--- config.mk ---
export PLATFORM = sky130hd
export DESIGN_NAME = leitor_registrador7b
export DESIGN_NICKNAME = d
export VERILOG_FILES = /design/src/rtl/leitor_registrador7b.sv
export SDC_FILE = /design/constraint.sdc
export NUM_CORES = 1
export LEC_CHECK = 0
export CORE_MARGIN = 1
export CORE_UTILIZATION = 30
export DETAILED_ROUTE_END_ITERATION = 8
export HOLD_SLACK_MARGIN = 0.15
export SYNTH_ARGS = -nofsm -noshare
export SYNTH_HDL_FRONTEND = slang
export SYNTH_SLANG_ARGS = --single-unit
--- constraint.sdc ---
create_clock -name clk -period 2.85 [get_ports clk]
set_input_delay 0.285 -clock clk [delete_from_list [all_inputs] [get_ports clk]]
set_output_delay 0.285 -clock clk [all_outputs]
set_load 0.1 [all_outputs]
--- src/rtl/leitor_registrador7b.sv ---
// Read-side walker for the 7-bit register bank: addresses each word, captures it and
// sends it as a UART-like frame on tx. Define LEITOR_PARITY_EN to add an even-parity bit.
module leitor_registrador7b #(
  parameter  int NREG = 4,
  parameter  int DIV  = 4,
  localparam int AW   = $clog2(NREG)
) (
  input  logic          clk,
  input  logic          rst,
  input  logic          iniciar,
  input  logic [6:0]    valores_registrador,
  output logic [AW-1:0] endereco,
  output logic          tx,
  output logic          ocupado,
  output logic          fim
);

  localparam int DW = (DIV > 1) ? $clog2(DIV) : 1;
  localparam logic [DW-1:0] DIV_MAX = DW'(DIV - 1);
  localparam logic [AW-1:0] END_MAX = AW'(NREG - 1);

`ifdef LEITOR_PARITY_EN
  typedef enum logic [2:0] {
    OCIOSO, ENDERECA, CAPTURA, INICIO, DADOS, PARIDADE, PARADA
  } estado_t;
`else
  typedef enum logic [2:0] {
    OCIOSO, ENDERECA, CAPTURA, INICIO, DADOS, PARADA
  } estado_t;
`endif

  estado_t       estado, proximo;
  logic [DW-1:0] div_cnt;
  logic [2:0]    bit_cnt;
  logic [6:0]    deslocamento;
  logic          fim_bit;
  logic          ultimo;
  logic          contando;
  logic          tx_d;
`ifdef LEITOR_PARITY_EN
  logic          paridade;
`endif

  assign fim_bit  = (div_cnt == DIV_MAX);
  assign ultimo   = (endereco == END_MAX);
  assign ocupado  = (estado != OCIOSO);
  assign contando = (estado == INICIO) || (estado == DADOS) ||
`ifdef LEITOR_PARITY_EN
                    (estado == PARIDADE) ||
`endif
                    (estado == PARADA);

  // NOTE: reset is in the sensitivity list so an abort takes effect without waiting for clk.
  always_ff @(posedge clk or posedge rst) begin
    if (rst) estado <= OCIOSO;
    else     estado <= proximo;
  end

  // NOTE: proximo and tx_d get defaults first so no path through the case infers a latch.
  always_comb begin
    proximo = estado;
    tx_d    = 1'b1;
    case (estado)
      OCIOSO:   if (iniciar) proximo = ENDERECA;
      ENDERECA: proximo = CAPTURA;
      CAPTURA:  proximo = INICIO;
      INICIO: begin
        tx_d = 1'b0;
        if (fim_bit) proximo = DADOS;
      end
      DADOS: begin
        tx_d = deslocamento[0];
`ifdef LEITOR_PARITY_EN
        if (fim_bit && bit_cnt == 3'd6) proximo = PARIDADE;
      end
      PARIDADE: begin
        tx_d = paridade;
        if (fim_bit) proximo = PARADA;
      end
`else
        if (fim_bit && bit_cnt == 3'd6) proximo = PARADA;
      end
`endif
      PARADA:   if (fim_bit) proximo = ultimo ? OCIOSO : ENDERECA;
      default:  proximo = OCIOSO;
    endcase
  end

  // NOTE: all sequential state uses <= so every register samples pre-edge values.
  always_ff @(posedge clk or posedge rst) begin
    if (rst) begin
      tx           <= 1'b1;
      fim          <= 1'b0;
      endereco     <= '0;
      div_cnt      <= '0;
      bit_cnt      <= '0;
      deslocamento <= '0;
    end else begin
      tx  <= tx_d;
      fim <= (estado == PARADA) && fim_bit && ultimo;

      if (contando) div_cnt <= fim_bit ? '0 : div_cnt + DW'(1);
      else          div_cnt <= '0;

      if (estado == DADOS && fim_bit)
        bit_cnt <= (bit_cnt == 3'd6) ? 3'd0 : bit_cnt + 3'd1;

      // The frame is built from this private copy, so later bank writes cannot disturb it.
      if (estado == CAPTURA)
        deslocamento <= valores_registrador;
      else if (estado == DADOS && fim_bit)
        deslocamento <= deslocamento >> 1;

      if (estado == OCIOSO && iniciar)
        endereco <= '0;
      else if (estado == PARADA && fim_bit)
        endereco <= ultimo ? '0 : endereco + AW'(1);
    end
  end

`ifdef LEITOR_PARITY_EN
  always_ff @(posedge clk or posedge rst) begin
    if (rst)                    paridade <= 1'b0;
    else if (estado == CAPTURA) paridade <= ^valores_registrador;
  end
`endif

endmodule

# ---- Yosys cells after proc, flatten, opt, wreduce, memory -nomap -nowiden
# Cells that the tools add are included.
# W data, S select, Z words.
dict set report word_totals {
  ff_bits 19
  word_cells 49
}
dict set report classes {
  add_sub_neg 3
  n_eq_ne 12
  n_mux 15
  reduce_logical 12
}
# cell n
set ops {}
lappend ops {{$pmux W3 S6} 1}
lappend ops {{$mux W3} 5}
lappend ops {{$mux W7} 2}
lappend ops {{$mux W2} 5}
lappend ops {{$eq A3 B3 Y1 const B} 3}
lappend ops {{$ne A2 B2 Y1 const B} 4}
lappend ops {{$eq A3 B2 Y1 const B} 2}
lappend ops {{$logic_and A1 B1 Y1} 5}
lappend ops {{$add A2 B1 Y2 const B} 2}
lappend ops {{$eq A2 B2 Y1 const B} 2}
lappend ops {{$reduce_and A4 Y1} 1}
lappend ops {{$reduce_bool A2 Y1} 2}
lappend ops {{$add A3 B1 Y3 const B} 1}
lappend ops {{$eq A3 B1 Y1 const B} 1}
lappend ops {{$logic_not A3 Y1} 1}
lappend ops {{$reduce_bool A3 Y1} 1}
lappend ops {{$logic_or A1 B1 Y1} 2}
lappend ops {{$pmux W1 S2} 1}
lappend ops {{$mux W1} 1}

# ---- Longest topological paths before layout
# Gate-level depths: netlist (run 1).
dict set report depth {
  ltp_word 4
  mapped_depth 5
}

# ---- Worst setup path before layout (run 1)
# Ideal clock, no wire load.
dict set report synth_timing {
  path_kind {register to register}
  from {register endereco[0]}
  to {register estado[0]}
  arrival_ns 1.722
  required_time_ns 2.726
  path_slack_ns 1.004
  path_stages_with_launch 5
  path_buffers 0
  synth_period_minus_slack_ns 1.846
  path_cell_list {dfrtp_1 > ha_1 > nand2_1 > and3_1 > o31a_1}
}
dict set report synth_via {
  elab_chain_cells 4
}
# element line
set synth_rtl {}
lappend synth_rtl {{from (decl)} 12} ;# output logic [AW-1:0] endereco,
lappend synth_rtl {{from (signal assigned)} 117} ;# endereco <= ultimo ? '0 : endereco + AW'(1);
lappend synth_rtl {{$eq A2 B2 Y1} 45} ;# assign ultimo = (endereco == END_MAX);
lappend synth_rtl {{$mux W1} 84} ;# PARADA: if (fim_bit) proximo = ultimo ? OCIOSO : ENDERECA;
lappend synth_rtl {{$mux W3} 84}
lappend synth_rtl {{$pmux W3 S6} 63} ;# case (estado)
lappend synth_rtl {{to (signal assigned)} 56} ;# else estado <= proximo;
lappend synth_rtl {{to (decl)} 32} ;# estado_t estado, proximo;
# No other way between the ends. The select of a mux whose other input is x is not followed.
# A chain may end at the register's enable or synchronous reset.

# ---- Worst setup path in the final report (run 1)
dict set report layout_timing {
  from {register estado[0]}
  to {output port ocupado}
}
dict set report layout_via {
  elab_chain_cells 1
}
# element line
set layout_rtl {}
lappend layout_rtl {{$reduce_bool A3 Y1} 46} ;# assign ocupado = (estado != OCIOSO);
lappend layout_rtl {{to (decl)} 14} ;# output logic ocupado,
# No other way between the ends.

==> results of run 1 <==
## sequential cells by signal, indices dropped and copies added, names as in the netlist
signal	count
div_cnt	2
bit_cnt	3
tx	1
endereco	2
estado	3
fim	1
deslocamento	7
## kinds of logic after synthesis
kind of cell    Yosys count
fa+ha+maj                 2
simple gates             19
compound gates           26
mux                       4
buf+inv                  10
flops                    19
## power breakdown
part | switching [mW] | internal [mW]
combinational | 0.282 | 0.163
clock | 0.0851 | 0.0537
sequential | 0.0814 | 0.370
## cells in the mapped netlist (all sizes together), types with 2 or more instances
master / instances
a31oi: 2
dfrtp: 18
mux2i: 3
inv: 6
nand3: 2
a211oi: 2
a21oi: 2
nand4b: 2
ha: 2
buf: 3
nor2: 3
a21o: 4
o21ai: 3
nand2: 6
a22o: 5
o31a: 2
## stage by stage
| stage | power [mW] | util (%) | std cells |
|---|---|---|---|
| after floorplan | 0.818 | - | 80 |
| after detailed placement | 0.905 | 37.1 | 121 |
| after CTS | 1.05 | 38.1 | 125 |
| after global routing | 1.11 | 38.1 | 125 |
| after global placement | 0.892 | 37.1 | 121 |
| final | 1.04 | 38.1 | 125 |
## area by class of cell
cell class / instances / area [sq um]
fill: 273 / 1750
clock inverter: 1 / 7.51
timing repair buffer: 14 / 128
tap: 31 / 38.8
inverter: 6 / 22.5
multi-input combinational: 51 / 383
clock buffer: 3 / 22.5
sequential: 19 / 477
## worst register-to-register path, cell delays in order (launching register included)
cell and delay (ns):
sky130_fd_sc_hd__dfrtp_1 0.37, sky130_fd_sc_hd__ha_1 0.28, sky130_fd_sc_hd__and4bb_4 0.39, sky130_fd_sc_hd__mux2_2 0.35
## routing by layer
metal | global-route usage (%) | routed length, microns
met5 | 0 | 0
met4 | 6.27 | 44
met3 | 4.08 | 54
met2 | 19.3 | 741
met1 | 16.1 | 799
## how the worst max path moves through the flow
stage,to,start,cells past startpoint
2_1_floorplan,estado[0]$_DFFE_PP0P_,endereco[0]$_DFFE_PP0P_,4
3_3_place_gp,deslocamento[4]$_DFFE_PP0P_,div_cnt[0]$_DFF_PP0_,4
3_5_place_dp,bit_cnt[0]$_DFFE_PP0P_,div_cnt[0]$_DFF_PP0_,3
4_1_cts,ocupado,estado[0]$_DFFE_PP0P_,3
5_1_grt,ocupado,estado[0]$_DFFE_PP0P_,3
6_report,ocupado,estado[0]$_DFFE_PP0P_,3
==> flow_summary_export.csv, run 1 <==
group,metric,value,unit
placed_design,hpwlAfterDp,1240,microns
drt,antenna_left,0,
clock_network,cts_hold_buf,0,
timing,slew-limit-headroom,53.7,%
synthesis,synth-edff-count,0,
synthesis,synthXorXnorAreaFrac,0,%
drt,first_pass_iters,6,
timing,timing_max_transition_violations_final,0,
synthesis,syn-num-nets,92,
synthesis,synth.lib_cells_used.distinct,35,
floorplanning,area_enclosed_by_the_die_boundary,3280,sq um
synthesis,yosysTopAreaCellShare,49.1,%
global_routing,grt_overflow,0,
floorplanning,die_x,57.3,microns
floorplanning,start_util,32.4,%
setup_path,timing.critical_path.from_type,"flop",
timing,setup_total_negative_slack,0,ns
synthesis,synth-simple-area-share,13.4,%
setup_path,worstRegToRegCells,3,
global_routing,grt_first_pass_wirelength,3110,microns
setup_path,worst-path-buf-inv,2,
drt,wirelength_per_cell,13.1,microns
synthesis,combinational_family_with_the_most_area_after_synthesis,"compound AO/OA/AOI/OAI gates",
clock_network,cts_resized,0,
clock_network,clk_path_buf_depth,2,
power_and_ir_drop,vdd.ir_drop.worst,272,uV
synthesis,synth_compound_area_share,21.1,%
drt,detailroute.via_count,649,
timing,final.setup.worst_slack,1.08,ns
clock_network,ctsHtreeMaxLevel,1,
timing,max_slew.worst_pin.slew,0.694,ns
setup_path,setup.worst_path.class,"reg2out",
timing,clock_skew,0.0106,ns
timing,final.period_utilization,62.0,%
hold_path,hp-class,"in2async",
setup_path,r2r-start,"div_cnt[0]$_DFF_PP0_",
clock_network,clkLatencyLatePin,0.31,ns
final_layout,n_antenna_cell,0,
placed_design,dpl_cell_area,1050,sq um
final_layout,syn_to_final_growth,17.6,%
drt,viasPerCell,5.19,
drt,detail_route.wirelength,1640,microns
synthesis,synth-seq-area-share,52.0,%
synthesis,synthMuxAreaShare,4.50,%
clock_network,cts_tree,"done",
synthesis,post_synth_fa_ha_maj_area_fraction,2.73,%
status,run_status,"finished with violations",
setup_path,worst_ep_required_time,2.57,ns
setup_path,regToRegSetupSlack,1.36,ns
final_layout,final_design_area_no_fill,1080,sq um
placed_design,routability_congestion_estimate_from_global_placement,0.770,
synthesis,yosys_most_used_dff,"sky130_fd_sc_hd__dfrtp_1",
global_routing,grt_antenna_before_repair,0,
setup_path,crit_end_category,"output port",
clock_network,post_cts_setup_driven_buffer_insertion_count,0,
power_and_ir_drop,power_density,960,nW/um^2
global_routing,grt_max_degree,20,
timing,rsz0062_at_grt,"no",
power_and_ir_drop,static-leakage-power,0.492,nW
synthesis,yosys_register_bits,19,
run,drv_cap,0,
setup_path,critPathMaxStageDelay,0.52,ns
floorplanning,num_io_pins,15,
clock_network,cts.reportedPaths.clkPinSlew,0.11,ns
setup_path,worst-path-max-fanout,11,
clock_network,cts_inserted_buffers,3,
timing,number_of_endpoints_failing_setup_at_the_final_stage,0,
global_routing,grtUsageTotal,12.6,%
clock_network,ctsRootBufferMaster,"sky130_fd_sc_hd__clkbuf_4",
setup_path,arrival,1.48,ns
drt,drcViolationCount,2,
floorplanning,dieHeight,57.3,microns
drt,first_iter_violations,11,
synthesis,yosys-top-cells-area,"sky130_fd_sc_hd__dfrtp_1 (49%), sky130_fd_sc_hd__mux2i_1 (3.3%), sky130_fd_sc_hd__a21o_1 (3.3%), sky130_fd_sc_hd__dfstp_2 (2.9%), sky130_fd_sc_hd__a22o_1 (2.9%)",
placed_design,pre_cts_slack,1.38,ns
setup_path,crit-reg2reg-capture,"bit_cnt[0]$_DFFE_PP0P_",
final_layout,final_layout_size_suffix_gt1_share,17.0,%
synthesis,post-synth-top-area-cell,"sky130_fd_sc_hd__dfrtp_1",
timing,finalHoldWorstSlack,0.366,ns
final_layout,layout.cells.most_common_list,"sky130_fd_sc_hd__dfrtp_1 (18), sky130_fd_sc_hd__clkdlybuf4s50_1 (9), sky130_fd_sc_hd__inv_1 (6), sky130_fd_sc_hd__nand2_1 (6), sky130_fd_sc_hd__buf_4 (5)",
global_routing,first_global_vias,674,
synthesis,syn-instance-count,80,
status,failing_checks,"DRC",
synthesis,synth.yosys.warnings,0,
synthesis,syn_avg_cell_area,11.5,sq um
final_layout,layout.cells.most_common,"sky130_fd_sc_hd__dfrtp_1",
timing,timing.final.crit_period,1.77,ns
synthesis,synthesis.area,917,sq um
clock_network,clock_sinks,19,
placed_design,io_buffers,14,
setup_path,worst_path_slowest_cell,"sky130_fd_sc_hd__dfrtp_1",
floorplanning,fp-row-count,19,
setup_path,critPathTopFamily,"flip-flops",
timing,fmax,566,MHz
floorplanning,core_area,2830,sq um
synthesis,postSynth.asyncResetShare,100,%
final_layout,num-nets-final,107,
timing,finalHoldViolCount,0,
setup_path,critical_path.cell_chain,"nor3_1 -> inv_1 -> buf_4",
Note: power is estimated with default switching activity, not from simulation.
==> run 2: changes to the inputs <==
- clock period: 2.85 -> 1.4 ns (I/O delays scaled with it)
==> run 2 against run 1 <==
- the flow still finishes with violations (DRC)
- sequential power grew 110%
- die area did not move
- cell count is 19% higher
- setup slack worse by 1.1 ns
- power rose to 2.6 times the previous value
- design area rose by 29%
- global-route usage is 0.30 points lower
- combinational power grew to 3.2 times the previous value
- non-clock buffer count is 23 higher
- register-to-register slack got worse by 1.4 ns
- largest cell class unchanged
- largest power group is now combinational cells
==> flow_summary_export.csv, run 2 (synthesized netlist as in run 1, its figures left out) <==
group,metric,value,unit
power_and_ir_drop,switchingPower,1.06,mW
timing,timing.final.crit_period,1.40,ns
timing,fmax,715,MHz
drt,first_pass_iters,6,
setup_path,critical_path.cell_chain,"buf_4 -> buf_4 -> nor3b_4 -> buf_6 -> nor2_4 -> a22o_1",
setup_path,setup.worst_path.class,"reg2reg",
drt,wirelength_per_cell,13.5,microns
hold_path,hp-class,"in2async",
floorplanning,core_area,2830,sq um
setup_path,worst_path_slowest_cell,"sky130_fd_sc_hd__dfrtp_1",
timing,timing_max_transition_violations_final,0,
global_routing,grt_overflow,0,
clock_network,clk_path_buf_depth,2,
timing,finalHoldWorstSlack,0.159,ns
drt,drcViolationCount,2,
placed_design,hpwlAfterDp,1290,microns
final_layout,final_layout_size_suffix_gt1_share,39.0,%
drt,viasPerCell,5.07,
final_layout,largest_register_ffs,7,
final_layout,layout.cells.most_common,"sky130_fd_sc_hd__buf_4",
setup_path,crit_end_category,"flop",
floorplanning,die_x,57.3,microns
power_and_ir_drop,power.switching_fraction,39.7,%
setup_path,critPathMaxStageDelay,0.41,ns
global_routing,grt_first_pass_wirelength,3060,microns
timing,number_of_endpoints_failing_setup_at_the_final_stage,0,
drt,detail_route.wirelength,2020,microns
timing,clock_skew,0.00542,ns
clock_network,clkLatencyLatePin,0.29,ns
drt,first_iter_violations,33,
power_and_ir_drop,seq_power_share,35.8,%
setup_path,critPathMostFrequentCell,"sky130_fd_sc_hd__buf_4",
clock_network,cts_inserted_buffers,3,
placed_design,routability_congestion_estimate_from_global_placement,0.812,
timing,setup_total_negative_slack,0,ns
final_layout,multi_input_area,437,sq um
floorplanning,fp-row-count,19,
final_layout,n_antenna_cell,0,
clock_network,cts_tree,"done",
power_and_ir_drop,vdd.ir_drop.worst,908,uV
final_layout,sequential_standard_cell_area,485,sq um
power_and_ir_drop,power_density,1930,nW/um^2
floorplanning,num_io_pins,15,
global_routing,first_global_vias,652,
status,run_status,"finished with violations",
final_layout,syn_to_final_growth,51.3,%
clock_network,cts_hold_buf,0,
setup_path,worst_ep_required_time,1.59,ns
power_and_ir_drop,p_comb_share,53.9,%
power_and_ir_drop,totalPowerFinal,2.68,mW
clock_network,clock_sinks,19,
timing,max_slew.worst_pin.slew,0.236,ns
timing,final.setup.worst_slack,0.00188,ns
power_and_ir_drop,internal_power,1.61,mW
final_layout,num-nets-final,131,
final_layout,layout.cells.most_common_list,"sky130_fd_sc_hd__buf_4 (19), sky130_fd_sc_hd__dfrtp_1 (15), sky130_fd_sc_hd__clkdlybuf4s50_1 (9), sky130_fd_sc_hd__nand2_1 (6)",
final_layout,post_layout_nonfiller_instances,149,
placed_design,placed_cells,130,
final_layout,regMostFlops,"deslocamento",
floorplanning,start_util,32.4,%
setup_path,timing.critical_path.from_type,"flop",
final_layout,biggestRegsByFlops,"deslocamento x7, bit_cnt x3, estado x3",
drt,detailroute.via_count,755,
placed_design,pre_cts_slack,0.0346,ns
global_routing,grtUsageTotal,12.3,%
final_layout,num-fill-cells,260,
global_routing,grt_max_degree,20,
floorplanning,area_enclosed_by_the_die_boundary,3280,sq um
floorplanning,dieHeight,57.3,microns
timing,finalHoldViolCount,0,
setup_path,arrival,1.59,ns
clock_network,ctsRootBufferMaster,"sky130_fd_sc_hd__clkbuf_4",
timing,rsz0062_at_grt,"yes",
run,drv_cap,0,
status,failing_checks,"DRC",
global_routing,grt_antenna_before_repair,0,
power_and_ir_drop,static-leakage-power,0.629,nW
timing,final.period_utilization,99.9,%
power_and_ir_drop,power.clock.fraction,10.2,%
drt,antenna_left,0,
setup_path,worst-path-max-fanout,6,
placed_design,io_buffers,14,
timing,slew-limit-headroom,84.3,%
clock_network,cts.reportedPaths.clkPinSlew,0.11,ns
clock_network,ctsHtreeMaxLevel,1,
==> run 2: changes by cell type in the layout (fill, tap and decap cells not counted), moves of 2 or more <==
| cell | delta |
|---|---|
| sky130_fd_sc_hd__buf_12 | +5 |
| sky130_fd_sc_hd__buf_4 | +14 |
| sky130_fd_sc_hd__buf_6 | +4 |
| sky130_fd_sc_hd__dfrtp_1 | -3 |
| sky130_fd_sc_hd__dfrtp_4 | +2 |
| sky130_fd_sc_hd__ha_1 | -2 |
| sky130_fd_sc_hd__ha_4 | +2 |
==> run 2: path summary, 6_finish.rpt <==
check	slack (ns)	from	to	cells past startpoint
max in group asynchronous	0.98	rst	tx$_DFF_PP1_	3
min in group clk	0.39	valores_registrador[0]	deslocamento[0]$_DFFE_PP0P_	3
hold / removal	0.16	rst	endereco[1]$_DFFE_PP0P_	3
hold reg to reg	0.49	deslocamento[2]$_DFFE_PP0P_	deslocamento[2]$_DFFE_PP0P_	1
setup reg to reg	0.002	estado[0]$_DFFE_PP0P_	deslocamento[6]$_DFFE_PP0P_	6
setup / recovery	0.002	estado[0]$_DFFE_PP0P_	deslocamento[6]$_DFFE_PP0P_	6
==> run 2: per-layer routing <==
layer | vias up | wire (microns) | global-route usage (%)
met3 | 2 | 91 | 4.08
met2 | 21 | 941 | 18.0
met1 | 362 | 977 | 18.1
li1 | 370 | - | -
met4 | 0 | 8 | 2.09
met5 | - | 0 | 0
==> run 2: per-stage QoR <==
stage	util, %	instance area, sq um
finish	49.0	1390
floorplan	-	940
global route	49.0	1390
global placement	42.5	1200
CTS	44.8	1270
detailed placement	42.5	1200
==> run 2: timing repair <==
item                                    in CTS  in global routing
pin swaps                                    1                  7
cloned                                       0                  1
setup buffers                                3                 11
resized for setup                            5                  5
endpoints found under the setup margin       1                 10
==> run 2: final cells by class <==
class / count / area share (%)
sequential: 19 / 35.0
tap: 31 / 2.80
clock buffer: 4 / 1.89
timing repair buffer: 37 / 27.2
inverter: 6 / 1.62
multi-input combinational: 52 / 31.5
==> run 2: power by group through the flow <==
stage | sequential, mW | clock [mW] | combinational, mW
2_1_floorplan | 1.18 | 0 | 0.530
3_3_place_gp | 0.944 | 0 | 1.14
3_5_place_dp | 0.949 | 0 | 1.17
4_1_cts | 0.946 | 0.283 | 1.22
5_1_grt | 0.986 | 0.311 | 1.54
6_report | 0.960 | 0.274 | 1.44
==> run 2: critical path, delay by kind of cell (launching register included) <==
kind,cells,cell delay (ns)
compound gates,1,0.18
buf+inv,3,0.45
flops,1,0.41
simple gates,2,0.27
==> run 3: changes to the inputs <==
- ABC_AREA: unset -> 1
==> run 3 against run 2 <==
- the run now ends clean
- sequential cell count unchanged
- largest power group unchanged
- clock power barely moved
- die area is 3.7% higher
- core utilization shrank 6.3 points
- sequential share of layout area is 2.1 points higher
- critical path depth decreased by 1
- global-route usage up 0.58 points
- highest routed layer unchanged
- clock skew shrank 0.0044 ns
- critical path type is now reg2out
- setup slack better by 0.075 ns
==> flow_summary_export.csv, run 3 <==
group,metric,value,unit
timing,setup_total_negative_slack,0,ns
synthesis,synth.yosys.warnings,0,
final_layout,regMostFlops,"deslocamento",
clock_network,ctsHtreeMaxLevel,1,
synthesis,synth-seq-area-share,50.1,%
placed_design,dpl_cell_area,1210,sq um
clock_network,cts_inserted_buffers,3,
timing,rsz0062_at_grt,"yes",
clock_network,clock_sinks,19,
timing,finalHoldViolCount,0,
setup_path,worst-path-max-fanout,3,
final_layout,final_design_area_no_fill,1290,sq um
final_layout,final_layout_size_suffix_gt1_share,22.1,%
drt,drcViolationCount,0,
timing,clock_skew,0.00104,ns
global_routing,grt_antenna_before_repair,0,
drt,detailroute.via_count,848,
power_and_ir_drop,vdd.ir_drop.worst,657,uV
synthesis,yosys_register_bits,19,
synthesis,syn-num-nets,132,
drt,viasPerCell,4.49,
hold_path,hp-class,"in2reg",
setup_path,crit_end_category,"output port",
synthesis,yosysTopAreaCellShare,47.3,%
placed_design,pre_cts_slack,0.138,ns
synthesis,syn-instance-count,120,
power_and_ir_drop,power.switching_fraction,43.8,%
power_and_ir_drop,static-leakage-power,0.614,nW
final_layout,num-nets-final,158,
final_layout,layout.cells.most_common,"sky130_fd_sc_hd__nand2_1",
clock_network,clk_path_buf_depth,2,
synthesis,yosysMostFrequentCell,"sky130_fd_sc_hd__nand2_1",
clock_network,cts_tree,"done",
floorplanning,start_util,31.4,%
setup_path,arrival,1.18,ns
synthesis,syn_avg_cell_area,7.93,sq um
placed_design,routability_congestion_estimate_from_global_placement,0.753,
floorplanning,die_x,58.3,microns
global_routing,grt_max_degree,13,
power_and_ir_drop,seq_power_share,36.3,%
setup_path,timing.critical_path.from_type,"flop",
global_routing,grt_overflow,0,
synthesis,netlist_top_cells_count,"sky130_fd_sc_hd__nand2_1 (43), sky130_fd_sc_hd__dfrtp_1 (18), sky130_fd_sc_hd__inv_1 (14), sky130_fd_sc_hd__nor2_1 (8), sky130_fd_sc_hd__o21ai_0 (7)",
power_and_ir_drop,power_density,1760,nW/um^2
setup_path,setup.worst_path.class,"reg2out",
floorplanning,num_io_pins,15,
power_and_ir_drop,internal_power,1.28,mW
floorplanning,core_area,3030,sq um
power_and_ir_drop,switchingPower,0.997,mW
global_routing,grtUsageTotal,12.9,%
setup_path,worst_ep_required_time,1.26,ns
synthesis,synth.lib_cells_used.distinct,18,
clock_network,ctsRootBufferMaster,"sky130_fd_sc_hd__clkbuf_4",
global_routing,grt_first_pass_wirelength,3370,microns
placed_design,io_buffers,14,
status,run_status,"completed",
drt,detail_route.wirelength,1930,microns
timing,final.period_utilization,94.5,%
floorplanning,area_enclosed_by_the_die_boundary,3400,sq um
floorplanning,fp-row-count,20,
timing,max_slew.worst_pin.slew,0.281,ns
drt,wirelength_per_cell,10.2,microns
power_and_ir_drop,p_comb_share,51.8,%
drt,first_iter_violations,8,
global_routing,first_global_vias,845,
timing,fmax,756,MHz
synthesis,synthesis.area,952,sq um
timing,timing_max_transition_violations_final,0,
drt,first_pass_iters,4,
power_and_ir_drop,totalPowerFinal,2.28,mW
final_layout,syn_to_final_growth,36.0,%
synthesis,yosys_most_used_dff,"sky130_fd_sc_hd__dfrtp_1",
timing,finalHoldWorstSlack,0.378,ns
power_and_ir_drop,power.clock.fraction,12.0,%
floorplanning,dieHeight,58.3,microns
timing,number_of_endpoints_failing_setup_at_the_final_stage,0,
final_layout,n_antenna_cell,0,
clock_network,clkLatencyLatePin,0.28,ns
final_layout,biggestRegsByFlops,"deslocamento x7, bit_cnt x3, estado x3",
run,drv_cap,0,
clock_network,cts.reportedPaths.clkPinSlew,0.11,ns
timing,timing.final.crit_period,1.32,ns
synthesis,synth-edff-count,0,
synthesis,yosys-top-cells-area,"sky130_fd_sc_hd__dfrtp_1 (47%), sky130_fd_sc_hd__nand2_1 (17%), sky130_fd_sc_hd__inv_1 (5.5%), sky130_fd_sc_hd__o21ai_0 (3.7%), sky130_fd_sc_hd__nand3_1 (3.2%)",
synthesis,postSynth.asyncResetShare,100,%
synthesis,post-synth-top-area-cell,"sky130_fd_sc_hd__dfrtp_1",
final_layout,layout.cells.most_common_list,"sky130_fd_sc_hd__nand2_1 (42), sky130_fd_sc_hd__dfrtp_1 (15), sky130_fd_sc_hd__inv_1 (13), sky130_fd_sc_hd__clkdlybuf4s50_1 (9)",
drt,antenna_left,0,
timing,final.setup.worst_slack,0.0768,ns
placed_design,hpwlAfterDp,1470,microns
final_layout,largest_register_ffs,7,
timing,slew-limit-headroom,81.2,%
==> run 3: changes by cell type in the layout (fill, tap and decap cells not counted), sizes merged, moves of 3 or more <==
cell / previous run / this run
nand2: 6 / 45
buf: 28 / 11
inv: 6 / 18
nor2: 3 / 10
a22o: 5 / 0
nand3: 2 / 7
o21ai: 3 / 8
a21o: 4 / 0
nand4: 0 / 4
o211ai: 0 / 4
mux2i: 3 / 0
==> run 3: layer usage <==
| metal | share of wire [%] | global-route usage [%] | vias to the layer above |
|---|---|---|---|
| met4 | 0.73 | 5.10 | 0 |
| met2 | 51 | 24.3 | 17 |
| li1 | - | - | 430 |
| met1 | 45 | 14.3 | 399 |
| met3 | 3.2 | 2.20 | 2 |
| met5 | 0 | 0 | - |
==> run 3: area by class of cell <==
| class | instances | area (sq um) |
|---|---|---|
| Fill cell | 311 | 1730 |
| Sequential cell | 19 | 480 |
| Multi-Input combinational cell | 83 | 420 |
| Timing Repair Buffer | 21 | 245 |
| Inverter | 18 | 67.6 |
| Tap cell | 44 | 55.1 |
| Clock buffer | 4 | 26.3 |
==> run 3: kinds of logic after synthesis <==
group | after synthesis | share of synthesized area [%]
simple gates | 67 | 31.1
fa+ha+maj | 2 | 2.63
compound gates | 14 | 9.07
flops | 19 | 50.1
buf+inv | 18 | 7.10
==> run 3: critical path, cell delays in order (launching register included) <==
cell                      delay (ns)
sky130_fd_sc_hd__dfrtp_2        0.43
sky130_fd_sc_hd__inv_2          0.08
sky130_fd_sc_hd__nand2_2        0.07
sky130_fd_sc_hd__nor2_4         0.10
sky130_fd_sc_hd__inv_2          0.05
sky130_fd_sc_hd__buf_12         0.16
==> run 3: worst paths after layout <==
| check | from | end | slack (ns) | depth (start not counted) |
|---|---|---|---|---|
| hold reg to reg | div_cnt[0]$_DFF_PP0_ | div_cnt[0]$_DFF_PP0_ | 0.46 | 1 |
| setup / recovery | estado[0]$_DFFE_PP0P_ | ocupado | 0.08 | 5 |
| setup reg to reg | estado[2]$_DFFE_PP0P_ | deslocamento[3]$_DFFE_PP0P_ | 0.11 | 7 |
| hold / removal | valores_registrador[6] | deslocamento[6]$_DFFE_PP0P_ | 0.38 | 3 |
| max in group asynchronous | rst | tx$_DFF_PP1_ | 0.47 | 4 |
| min in group asynchronous | rst | deslocamento[1]$_DFFE_PP0P_ | 0.68 | 4 |
==> run 3: timing repair <==
action,CTS,global route
hold buffers,1,0
setup buffers,3,1
pin swaps,1,2
endpoints found under the hold margin,7,0
cloned,0,0
endpoints found under the setup margin,1,3
resized for setup,2,4
==> run 3: power groups by stage <==
| stage | logic [mW] | clock network, mW | registers (mW) |
|---|---|---|---|
| 6_report | 1.18 | 0.272 | 0.826 |
| 2_1_floorplan | 0.675 | 0 | 0.908 |
| 3_3_place_gp | 1.01 | 0 | 0.845 |
| 3_5_place_dp | 1.03 | 0 | 0.853 |
| 4_1_cts | 1.14 | 0.287 | 0.819 |
| 5_1_grt | 1.30 | 0.316 | 0.839 |
==> run 3: per-stage QoR <==
step | util (%) | std cells
2_1_floorplan | - | 120
3_3_place_gp | 40.1 | 180
3_5_place_dp | 40.1 | 180
4_1_cts | 42.2 | 188
5_1_grt | 42.8 | 189
6_report | 42.8 | 189
==> patch (flow settings as in run 3) <==
Add a define of `LEITOR_PARITY_EN`.
--- a/src/rtl/leitor_registrador7b.sv
+++ b/src/rtl/leitor_registrador7b.sv
@@ -2,2 +2,4 @@
 // sends it as a UART-like frame on tx. Define LEITOR_PARITY_EN to add an even-parity bit.
+`define LEITOR_PARITY_EN
+
 module leitor_registrador7b #(
Check against the original RTL: no difference found for any inputs over 10 cycles, from zero or initial values and one cycle with rst high; that may be too few to reach the edited logic, so the function may still have changed.
==> patch against run 3 <==
  * Cell area increased by 19%
  * Register-to-register slack got worse by 0.02 ns
  * Synthesized area increased by 26%
  * Sequential cell count increased by 1
  * Largest cell class is now multi-input gates
  * Sequential share of layout area decreased by 3.7 points
  * Synthesized cell count increased by 24%
  * Maximum frequency decreased by 0.60%
  * Worst hold slack got worse by 0.19 ns
  * Power increased by 22%
  * Setup slack got worse by 0.0079 ns
  * Routed wire length increased by 18%
  * Global-route usage decreased by 0.75 points
==> patch: results (changes against run 3) <==
Pleak: 0.796 nW (+30%)
Async S/R FF share, synth: 100% (unchanged)
Largest stage delay, worst path: 0.48 ns (+0.05 ns)
CTS buffer count: 3 (unchanged)
Top cells by area, synth: dfrtp_1 40%, nand2_1 13%, nand3_2 6.7%
Commonest cells post-synth: 42 x nand2_1, 19 x dfrtp_1, 18 x inv_1
Largest net degree at the start of global routing: 21 (+8)
DRT iter0 DRCs: 37 (+29)
Clock latency on the worst-skew pair: 0.26 ns (-0.02 ns)
Max Slew Vio Count: 0 (unchanged)
Drt pass-1 iters: 4 (unchanged)
Hold Path Class: primary input to async pin
Placement-stage cell area: 1480 um2 (+22%)
Post_cts resized: 0 (-2)
Sequential area share after synthesis: 41.7% (-8.4 points)
Crit path max fanout: 8 (+5)
Clock Sinks: 20 (+1)
Peak supply drop: 593 uV (-9.8%)
Top Registers: deslocamento x7, bit_cnt x3, estado x3
Post-synth cell types: 28 (+10)
Share of cells above drive strength 1: 29.6% (+7.5 points)
CTS max path bufs: 2 (unchanged)
First-pass GRT wire length: 3950 um (+17%)
GRT Total Usage: 12.1% (-0.75 points)
Worst slack at placement: 0.0465 ns (-0.0918 ns)
Status: complete, no violations
PortBufs: 14 (unchanged)
Synthesized Nets: 161 (+22%)
Buffer count from post-CTS setup fixing: 0 (-3)
Initial antenna violation count: 0 (unchanged)
Worst EP arrival: 1.19 ns
Max-slew headroom: 80.7% (-0.53 points)
Antenna fix cells: 0 (unchanged)
DR vias: 968 (+14%)
Vias in the first global route: 929 (+9.9%)
Wire per inst: 10.5 um (+3.1%)
Gpl congestion: 0.771 (+2.4%)
Dpl hpwl: 1810 um (+23%)
Clk root buf: clkbuf_8
Psw: 0.00123 W (+23%)
H-Tree Level Count: 1 (unchanged)
Fin nets: 182 (+15%)
Slowest cell on the critical path: dfrtp_2
Clock transition at path regs: 0.08 ns (-0.03 ns)
Final Skew: 0.00275 ns (+0.00171 ns)
YS warnings: 0 (unchanged)
==> patch: cell types whose count changed in the layout (fill, tap and decap cells not counted), moves of 5 or more <==
cell,change
nand2_2,+6
nand3_1,+6
inv_1,+5
o21ai_0,-5
nand3_2,+7
==> patch: power groups by stage <==
stage                     logic, W  clock network [W]  registers (W)
final                      0.00131           0.000456        0.00101
after global routing       0.00145           0.000491        0.00104
after CTS                  0.00133           0.000462        0.00100
after detailed placement   0.00132                  0        0.00101
after global placement     0.00129                  0        0.00100
after floorplan           0.000920                  0        0.00106
==> patch: cell families (layout without fill, tap and decap cells) <==
group,after synthesis,in the layout,synth area share (%)
AND/OR/NAND/NOR,88,88,39.6
XOR/XNOR,1,1,0.728
AO/OA/AOI/OAI,13,13,7.69
flip-flops,20,20,41.7
buffers and inverters,25,45,8.21
adder cells (fa/ha/maj),2,2,2.08
==> patch: area by class of cell <==
type	instances	area [um2]
Multi-Input combinational cell	104	603
Inverter	25	98.8
Fill cell	390	2210
Sequential cell	20	513
Clock buffer	4	55.1
Timing Repair Buffer	16	205
Tap cell	48	60.1
==> patch: through the flow <==
stage	total power [W]	hold slack (ns)	cells
4_1_cts	0.00279	0.200	217
3_3_place_gp	0.00229	0.475	213
3_5_place_dp	0.00233	0.480	213
2_1_floorplan	0.00198	0.103	149
5_1_grt	0.00298	0.222	217
6_report	0.00278	0.191	217
==> patch: critical path: cells and delay by family, from the launching register on <==
kind                   cells  cell delay (ns)
flip-flops                 1             0.48
AND/OR/NAND/NOR            2             0.27
buffers and inverters      1             0.18
==> patch: worst paths after layout <==
kind / start / endpoint / slack [ns] / cells after the start
max in group asynchronous: rst / tx / 0.94 / 3
worst max-delay path: estado[1] / ocupado / 0.07 / 3
worst max register to register: estado[1] / deslocamento[3] / 0.09 / 8
worst min-delay path: rst / deslocamento[4] / 0.19 / 3
min in group clk: deslocamento[4] / deslocamento[4] / 0.49 / 2
worst min register to register: deslocamento[4] / deslocamento[4] / 0.49 / 2
==> patch: routing by layer <==
| layer | up-vias | global-route usage [%] | routed length (um) |
|---|---|---|---|
| li1 | 514 | - | - |
| met1 | 435 | 15.0 | 1110 |
| met2 | 13 | 19.6 | 1050 |
| met3 | 6 | 2.60 | 65 |
| met4 | 0 | 6.52 | 59 |
| met5 | - | 0 | 0 |
